--- src/rtl/wb_regfile_stage_if.sv ---
// Writeback-stage bundle: MEM/WB inputs, decode-side read ports and the commit trace.
// master drives the MEM/WB fields and read addresses; slave is the writeback stage.
interface wb_regfile_stage_if #(
  parameter int DW = 32,
  parameter int AW = 5
);
  logic          memtoreg_i;
  logic          regwrite_i;
  logic [DW-1:0] result_i;
  logic [DW-1:0] finaldata_i;
  logic [AW-1:0] writereg_i;
  logic [31:0]   pc_i;
  logic [DW-1:0] hi_alu_out_i;
  logic [DW-1:0] lo_alu_out_i;
  logic [1:0]    hilo_we_i;
  logic [AW-1:0] raddr1_i;
  logic [AW-1:0] raddr2_i;
  logic [DW-1:0] rdata1_o;
  logic [DW-1:0] rdata2_o;
  logic [DW-1:0] hi_o;
  logic [DW-1:0] lo_o;
  logic [DW-1:0] wb_wdata_o;
  logic [31:0]   dbg_pc_o;
  logic [3:0]    dbg_wen_o;
  logic [AW-1:0] dbg_wnum_o;
  logic [DW-1:0] dbg_wdata_o;

  modport master (
    output memtoreg_i, regwrite_i, result_i, finaldata_i, writereg_i, pc_i,
           hi_alu_out_i, lo_alu_out_i, hilo_we_i, raddr1_i, raddr2_i,
    input  rdata1_o, rdata2_o, hi_o, lo_o, wb_wdata_o,
           dbg_pc_o, dbg_wen_o, dbg_wnum_o, dbg_wdata_o
  );

  modport slave (
    input  memtoreg_i, regwrite_i, result_i, finaldata_i, writereg_i, pc_i,
           hi_alu_out_i, lo_alu_out_i, hilo_we_i, raddr1_i, raddr2_i,
    output rdata1_o, rdata2_o, hi_o, lo_o, wb_wdata_o,
           dbg_pc_o, dbg_wen_o, dbg_wnum_o, dbg_wdata_o
  );
endinterface

--- src/rtl/wb_regfile_stage.sv ---
// Writeback stage: GPR file + HI/LO with same-cycle bypass and a registered commit trace.
// Define WB_DEBUG_TRACE_EN to build the trace flops; otherwise dbg_* are tied to 0.
module wb_regfile_stage #(
  parameter int DW = 32,
  parameter int AW = 5
) (
  input logic               clk_i,
  input logic               rst_i,
  wb_regfile_stage_if.slave bus
);
  localparam int NREG = 2 ** AW;

  logic [DW-1:0] gpr [NREG];
  logic [DW-1:0] hi_q;
  logic [DW-1:0] lo_q;
  logic [DW-1:0] wdata;
  logic          commit;

  assign wdata  = bus.memtoreg_i ? bus.finaldata_i : bus.result_i;
  assign commit = bus.regwrite_i && (bus.writereg_i != '0);

  assign bus.wb_wdata_o = wdata;

  // ---- commit edge: GPR and HI/LO state ----
  always_ff @(posedge clk_i or posedge rst_i) begin
    if (rst_i) begin
      for (int i = 0; i < NREG; i++) gpr[i] <= '0;
      hi_q <= '0;
      lo_q <= '0;
    end else begin
      if (commit) gpr[bus.writereg_i] <= wdata;
      if (bus.hilo_we_i[1]) hi_q <= bus.hi_alu_out_i;
      if (bus.hilo_we_i[0]) lo_q <= bus.lo_alu_out_i;
    end
  end

  // r0 is forced to zero on read so the bypass can never leak a value into it
  always_comb begin
    bus.rdata1_o = gpr[bus.raddr1_i];
    bus.rdata2_o = gpr[bus.raddr2_i];
    if (commit && bus.raddr1_i == bus.writereg_i) bus.rdata1_o = wdata;
    if (commit && bus.raddr2_i == bus.writereg_i) bus.rdata2_o = wdata;
    if (bus.raddr1_i == '0) bus.rdata1_o = '0;
    if (bus.raddr2_i == '0) bus.rdata2_o = '0;
  end

  assign bus.hi_o = bus.hilo_we_i[1] ? bus.hi_alu_out_i : hi_q;
  assign bus.lo_o = bus.hilo_we_i[0] ? bus.lo_alu_out_i : lo_q;

`ifdef WB_DEBUG_TRACE_EN
  logic [31:0]   trace_pc_p1;
  logic [AW-1:0] trace_wnum_p1;
  logic [DW-1:0] trace_wdata_p1;
  logic          vld_p1;

  // ---- trace stage p1: one cycle behind the commit edge ----
  always_ff @(posedge clk_i or posedge rst_i) begin
    if (rst_i) begin
      vld_p1         <= 1'b0;
      trace_pc_p1    <= '0;
      trace_wnum_p1  <= '0;
      trace_wdata_p1 <= '0;
    end else begin
      vld_p1 <= commit;
      if (commit) begin
        trace_pc_p1    <= bus.pc_i;
        trace_wnum_p1  <= bus.writereg_i;
        trace_wdata_p1 <= wdata;
      end
    end
  end

  assign bus.dbg_pc_o    = trace_pc_p1;
  assign bus.dbg_wen_o   = {4{vld_p1}};
  assign bus.dbg_wnum_o  = trace_wnum_p1;
  assign bus.dbg_wdata_o = trace_wdata_p1;
`else
  logic unused_pc;
  assign unused_pc       = ^bus.pc_i;
  assign bus.dbg_pc_o    = '0;
  assign bus.dbg_wen_o   = '0;
  assign bus.dbg_wnum_o  = '0;
  assign bus.dbg_wdata_o = '0;
`endif
endmodule

--- src/flat_wrapper.sv ---
// flat-port wrapper written by rule: the top's interface ports become plain ports
module wb_regfile_stage_flat 
#(
  parameter int DW = 32,
  parameter int AW = 5
)
  (clk_i, rst_i, bus_memtoreg_i, bus_regwrite_i, bus_result_i, bus_finaldata_i, bus_writereg_i, bus_pc_i, bus_hi_alu_out_i, bus_lo_alu_out_i, bus_hilo_we_i, bus_raddr1_i, bus_raddr2_i, bus_rdata1_o, bus_rdata2_o, bus_hi_o, bus_lo_o, bus_wb_wdata_o, bus_dbg_pc_o, bus_dbg_wen_o, bus_dbg_wnum_o, bus_dbg_wdata_o);
  wb_regfile_stage_if #(.DW(DW), .AW(AW)) bus_i ();
  input logic clk_i;
  input logic rst_i;
  input wire logic [$bits(bus_i.memtoreg_i)-1:0] bus_memtoreg_i;
  input wire logic [$bits(bus_i.regwrite_i)-1:0] bus_regwrite_i;
  input wire logic [$bits(bus_i.result_i)-1:0] bus_result_i;
  input wire logic [$bits(bus_i.finaldata_i)-1:0] bus_finaldata_i;
  input wire logic [$bits(bus_i.writereg_i)-1:0] bus_writereg_i;
  input wire logic [$bits(bus_i.pc_i)-1:0] bus_pc_i;
  input wire logic [$bits(bus_i.hi_alu_out_i)-1:0] bus_hi_alu_out_i;
  input wire logic [$bits(bus_i.lo_alu_out_i)-1:0] bus_lo_alu_out_i;
  input wire logic [$bits(bus_i.hilo_we_i)-1:0] bus_hilo_we_i;
  input wire logic [$bits(bus_i.raddr1_i)-1:0] bus_raddr1_i;
  input wire logic [$bits(bus_i.raddr2_i)-1:0] bus_raddr2_i;
  output wire logic [$bits(bus_i.rdata1_o)-1:0] bus_rdata1_o;
  output wire logic [$bits(bus_i.rdata2_o)-1:0] bus_rdata2_o;
  output wire logic [$bits(bus_i.hi_o)-1:0] bus_hi_o;
  output wire logic [$bits(bus_i.lo_o)-1:0] bus_lo_o;
  output wire logic [$bits(bus_i.wb_wdata_o)-1:0] bus_wb_wdata_o;
  output wire logic [$bits(bus_i.dbg_pc_o)-1:0] bus_dbg_pc_o;
  output wire logic [$bits(bus_i.dbg_wen_o)-1:0] bus_dbg_wen_o;
  output wire logic [$bits(bus_i.dbg_wnum_o)-1:0] bus_dbg_wnum_o;
  output wire logic [$bits(bus_i.dbg_wdata_o)-1:0] bus_dbg_wdata_o;
  assign bus_i.memtoreg_i = bus_memtoreg_i;
  assign bus_i.regwrite_i = bus_regwrite_i;
  assign bus_i.result_i = bus_result_i;
  assign bus_i.finaldata_i = bus_finaldata_i;
  assign bus_i.writereg_i = bus_writereg_i;
  assign bus_i.pc_i = bus_pc_i;
  assign bus_i.hi_alu_out_i = bus_hi_alu_out_i;
  assign bus_i.lo_alu_out_i = bus_lo_alu_out_i;
  assign bus_i.hilo_we_i = bus_hilo_we_i;
  assign bus_i.raddr1_i = bus_raddr1_i;
  assign bus_i.raddr2_i = bus_raddr2_i;
  assign bus_rdata1_o = bus_i.rdata1_o;
  assign bus_rdata2_o = bus_i.rdata2_o;
  assign bus_hi_o = bus_i.hi_o;
  assign bus_lo_o = bus_i.lo_o;
  assign bus_wb_wdata_o = bus_i.wb_wdata_o;
  assign bus_dbg_pc_o = bus_i.dbg_pc_o;
  assign bus_dbg_wen_o = bus_i.dbg_wen_o;
  assign bus_dbg_wnum_o = bus_i.dbg_wnum_o;
  assign bus_dbg_wdata_o = bus_i.dbg_wdata_o;
  wb_regfile_stage #(.DW(DW), .AW(AW)) u_core (.clk_i(clk_i), .rst_i(rst_i), .bus(bus_i));
endmodule
--- config.mk ---
export PLATFORM = sky130hd
export DESIGN_NAME = wb_regfile_stage_flat
export DESIGN_NICKNAME = d
export VERILOG_FILES = /design/src/rtl/wb_regfile_stage_if.sv /design/src/rtl/wb_regfile_stage.sv /design/src/flat_wrapper.sv
export SDC_FILE = /design/constraint.sdc
export NUM_CORES = 2
export LEC_CHECK = 0
export CORE_MARGIN = 8
export CORE_UTILIZATION = 45
export CTS_CLUSTER_SIZE = 14
export DETAILED_ROUTE_END_ITERATION = 8
export GPL_ROUTABILITY_DRIVEN = 0
export MAX_ROUTING_LAYER = met4
export REMOVE_ABC_BUFFERS = 1
export SLEW_MARGIN = 10
export SYNTH_ARGS = -nofsm -noshare
export SYNTH_HDL_FRONTEND = slang
export SYNTH_SLANG_ARGS = --single-unit
--- constraint.sdc ---
create_clock -name clk_i -period 107.7 [get_ports clk_i]
set_input_delay 21.54 -clock clk_i [delete_from_list [all_inputs] [get_ports clk_i]]
set_output_delay 21.54 -clock clk_i [all_outputs]
set_load 0.02 [all_outputs]
==> run metrics <==
sequential share of the synthesized area 0.481; Clk Latency, worst-skew pair 700 ps; Max clock buf depth 3; post-synth top area cell dfrtp_1; switching power 0.369 mW; # DRC 0; gr usage total 0.286; Worst path max stage delay 800 ps; Max-Cap Viols 0; status finished clean; Leak Pwr 27.4 nW; Post-Synthesis Cells 5,249; clk_skew 0 ps; initial antenna violation count 1; final WL 193,000 um; FF-to-FF path depth 1; CTS root buf clkbuf_16; unrepaired setup endpoints after global routing false; FP Rows 130; Clock power frac 0.350; max-slew violations 0; largest cells by area after synthesis dfrtp_1 48%, mux4_2 15%, o21ai_0 5.7%, nand2_1 4.3%, mux2i_1 3.9%; worst setup path class in -> out; largest net degree at the start of global routing 186; routed len/inst 27.7 um; CTS tree built; placed cell area 60,200 um^2; CTS sink cnt 1,088; routed vias 43,100; WHS Endpoint u_core.gpr[1013]$_DFFE_PP0P_; area fraction of the dominant cell type after synthesis 0.481; Starting Density 0.452; HPWL after detailed placement 107,000 um; post-layout minimum cycle time 49,170 ps; Die X 371 um; CP most frequent cell buf_4; relative slew slack 0.126; Post-synth EDFFs 0; synth warn 0; synth unique cells 64; sequential share of power 0.437; cells along the critical path buf_8 -> buf_4 -> buf_4 -> buf_4 -> buf_4 -> buf_4 -> mux4_2 -> a22oi_1 -> nand2_1 -> a221o_1 -> clkdlybuf4s50_1; Worst EP required 86,160 ps; pwr dens 19.6 nW/um^2; CP startpoint kind primary input; # resized after CTS 0; post-CTS setup buffers 0; asr flop ratio synth 1.00; Hold Crit Start u_core.gpr[1013]$_DFFE_PP0P_; Top FF cell, synth dfrtp_1; First DRT Iteration DRCs 4,260; CTS Buf Count 118; Final nets 5,417; combinational power share 0.213; Worst VDD drop 0.0000127 V; Hold Buf Count CTS 0; design area 64,400 um^2; r2r setup slk 106,910 ps; worst-margin pin slew 1310 ps; H-tree lvl count 3; core area 125,000 um^2; Setup Viol. Count Final 0; clock-pin slew on the worst setup and hold paths 60 ps; Sw Share 0.293; setup_tns 0 ps; first-pass GRT wire length 286,000 um; worst hold path depth 0; DRT Pass-1 Iters 6; Final Hold Viols 0; vias in the first global route 42,700; CP endpoint kind output pin; CP arrival 27,630 ps; Int Power 0.892 mW; area of the mapped netlist 56,600 um^2; area delta synth->final 13.9%; #FFs+latches synth 1,088; gr ovfl total 0; crit path max fanout 45; Vias/cell 6.16; Worst R2R Start u_core.hi_q[15]$_DFF_PP0_; fmax 0.0203 GHz; slowest cell on the critical path buf_4; Syn Area/Cell 10.8 um^2; Final period util 0.457; worst hold path type reg -> reg; Vert. Die Dim 371 um; commonest non-fill, non-tap cell in the layout dfrtp_1; IO Pins 414; commonest non-fill, non-tap cells in the layout 1,088 x dfrtp_1, 646 x o21ai_0, 628 x nand2_1; Final ANT Viol Nets 0; port buffer count 308; layout cells sized above 1 0.178; worst flop-to-flop path endpoint u_core.hi_q[15]$_DFF_PP0_; Die ar. 137,000 um^2
-- cells by family after synthesis --
group / after synthesis / share of synthesized area
AO/OA/AOI/OAI: 1400 / 0.141
XOR/XNOR: 10 / 0.00155
buffers and inverters: 662 / 0.0583
flip-flops: 1088 / 0.481
multiplexers: 748 / 0.219
other: 1 / 0.0000663
AND/OR/NAND/NOR: 1340 / 0.0984
-- worst max-delay path by stage --
stage / startpoint / to / depth (start not counted)
2_1_floorplan: rst_i / u_core.gpr[0]$_DFFE_PP0P_ / 1
4_1_cts: bus_raddr2_i[0] / bus_rdata2_o[1] / 11
3_3_place_gp: bus_raddr2_i[0] / bus_rdata2_o[1] / 11
5_1_grt: bus_raddr2_i[0] / bus_rdata2_o[1] / 11
6_report: bus_raddr2_i[0] / bus_rdata2_o[1] / 11
3_5_place_dp: bus_raddr2_i[0] / bus_rdata2_o[1] / 11
-- registers in the layout (all words and copies together) (netlist names) --
register,cells
u_core.gpr,1024
u_core.hi_q,32
u_core.lo_q,32
-- critical path: cells and delay by family --
kind	cells	cell delay (ps)
compound gates	2	540
buf+inv	7	4620
mux	1	610
simple gates	1	130
-- synth_stat cells (all sizes together), types with 4 or more instances --
cell and instances:
o21ai 655, mux2i 219, a221oi 58, nor2 491
nand2 644, a211oi 55, clkbuf 364, nand3b 9
nand2b 19, mux4 378, nor3 58, mux2 151
and3 4, dfrtp 1088, nor2b 19, nand3 7
a21oi 395, a21boi 5, o221ai 19, inv 35
xor2 7, o21a 5, buf 260, o22ai 118
or2 14, nor3b 8, nor4 49, a221o 42
a22oi 24
-- power groups by stage --
stage          clock network [mW]  registers, mW  logic [mW]
6_report                    0.442          0.551       0.268
5_1_grt                     0.465          0.562       0.295
4_1_cts                     0.449          0.549       0.269
3_5_place_dp                    0          0.556       0.268
3_3_place_gp                    0          0.551       0.262
2_1_floorplan                   0          0.540       0.186
-- layer usage --
metal | GRT usage | up-vias | share of wire
met1 | 0.387 | 21800 | 0.42
met5 | - | - | 0
met4 | 0.108 | 0 | 0.042
li1 | - | 18900 | -
met2 | 0.423 | 1980 | 0.45
met3 | 0.0654 | 418 | 0.093
-- final cells by class --
cell class              instances  area (um^2)
fillers                     11200        60800
multi-input cells            3571        26800
repair buffers                419         3990
diodes                          2         5.00
clock buffers                 174         3540
clock inverters                49          698
flip-flops and latches       1088        27200
well taps                    1650         2060
inverters                      38          150
-- stage by stage --
| step | hold WS, ps | cells | setup slack [ps] | power [mW] | util |
|---|---|---|---|---|---|
| 2_1_floorplan | 362 | 4697 | 55530 | 0.726 | - |
| 3_3_place_gp | 375 | 6766 | 58410 | 0.813 | 0.481 |
| 3_5_place_dp | 381 | 6766 | 58410 | 0.823 | 0.481 |
| 4_1_cts | 394 | 6989 | 58400 | 1.27 | 0.514 |
| 5_1_grt | 407 | 6990 | 58120 | 1.32 | 0.514 |
| 6_report | 392 | 6991 | 58530 | 1.26 | 0.515 |
No activity file was read; power rests on OpenSTA's default activity.
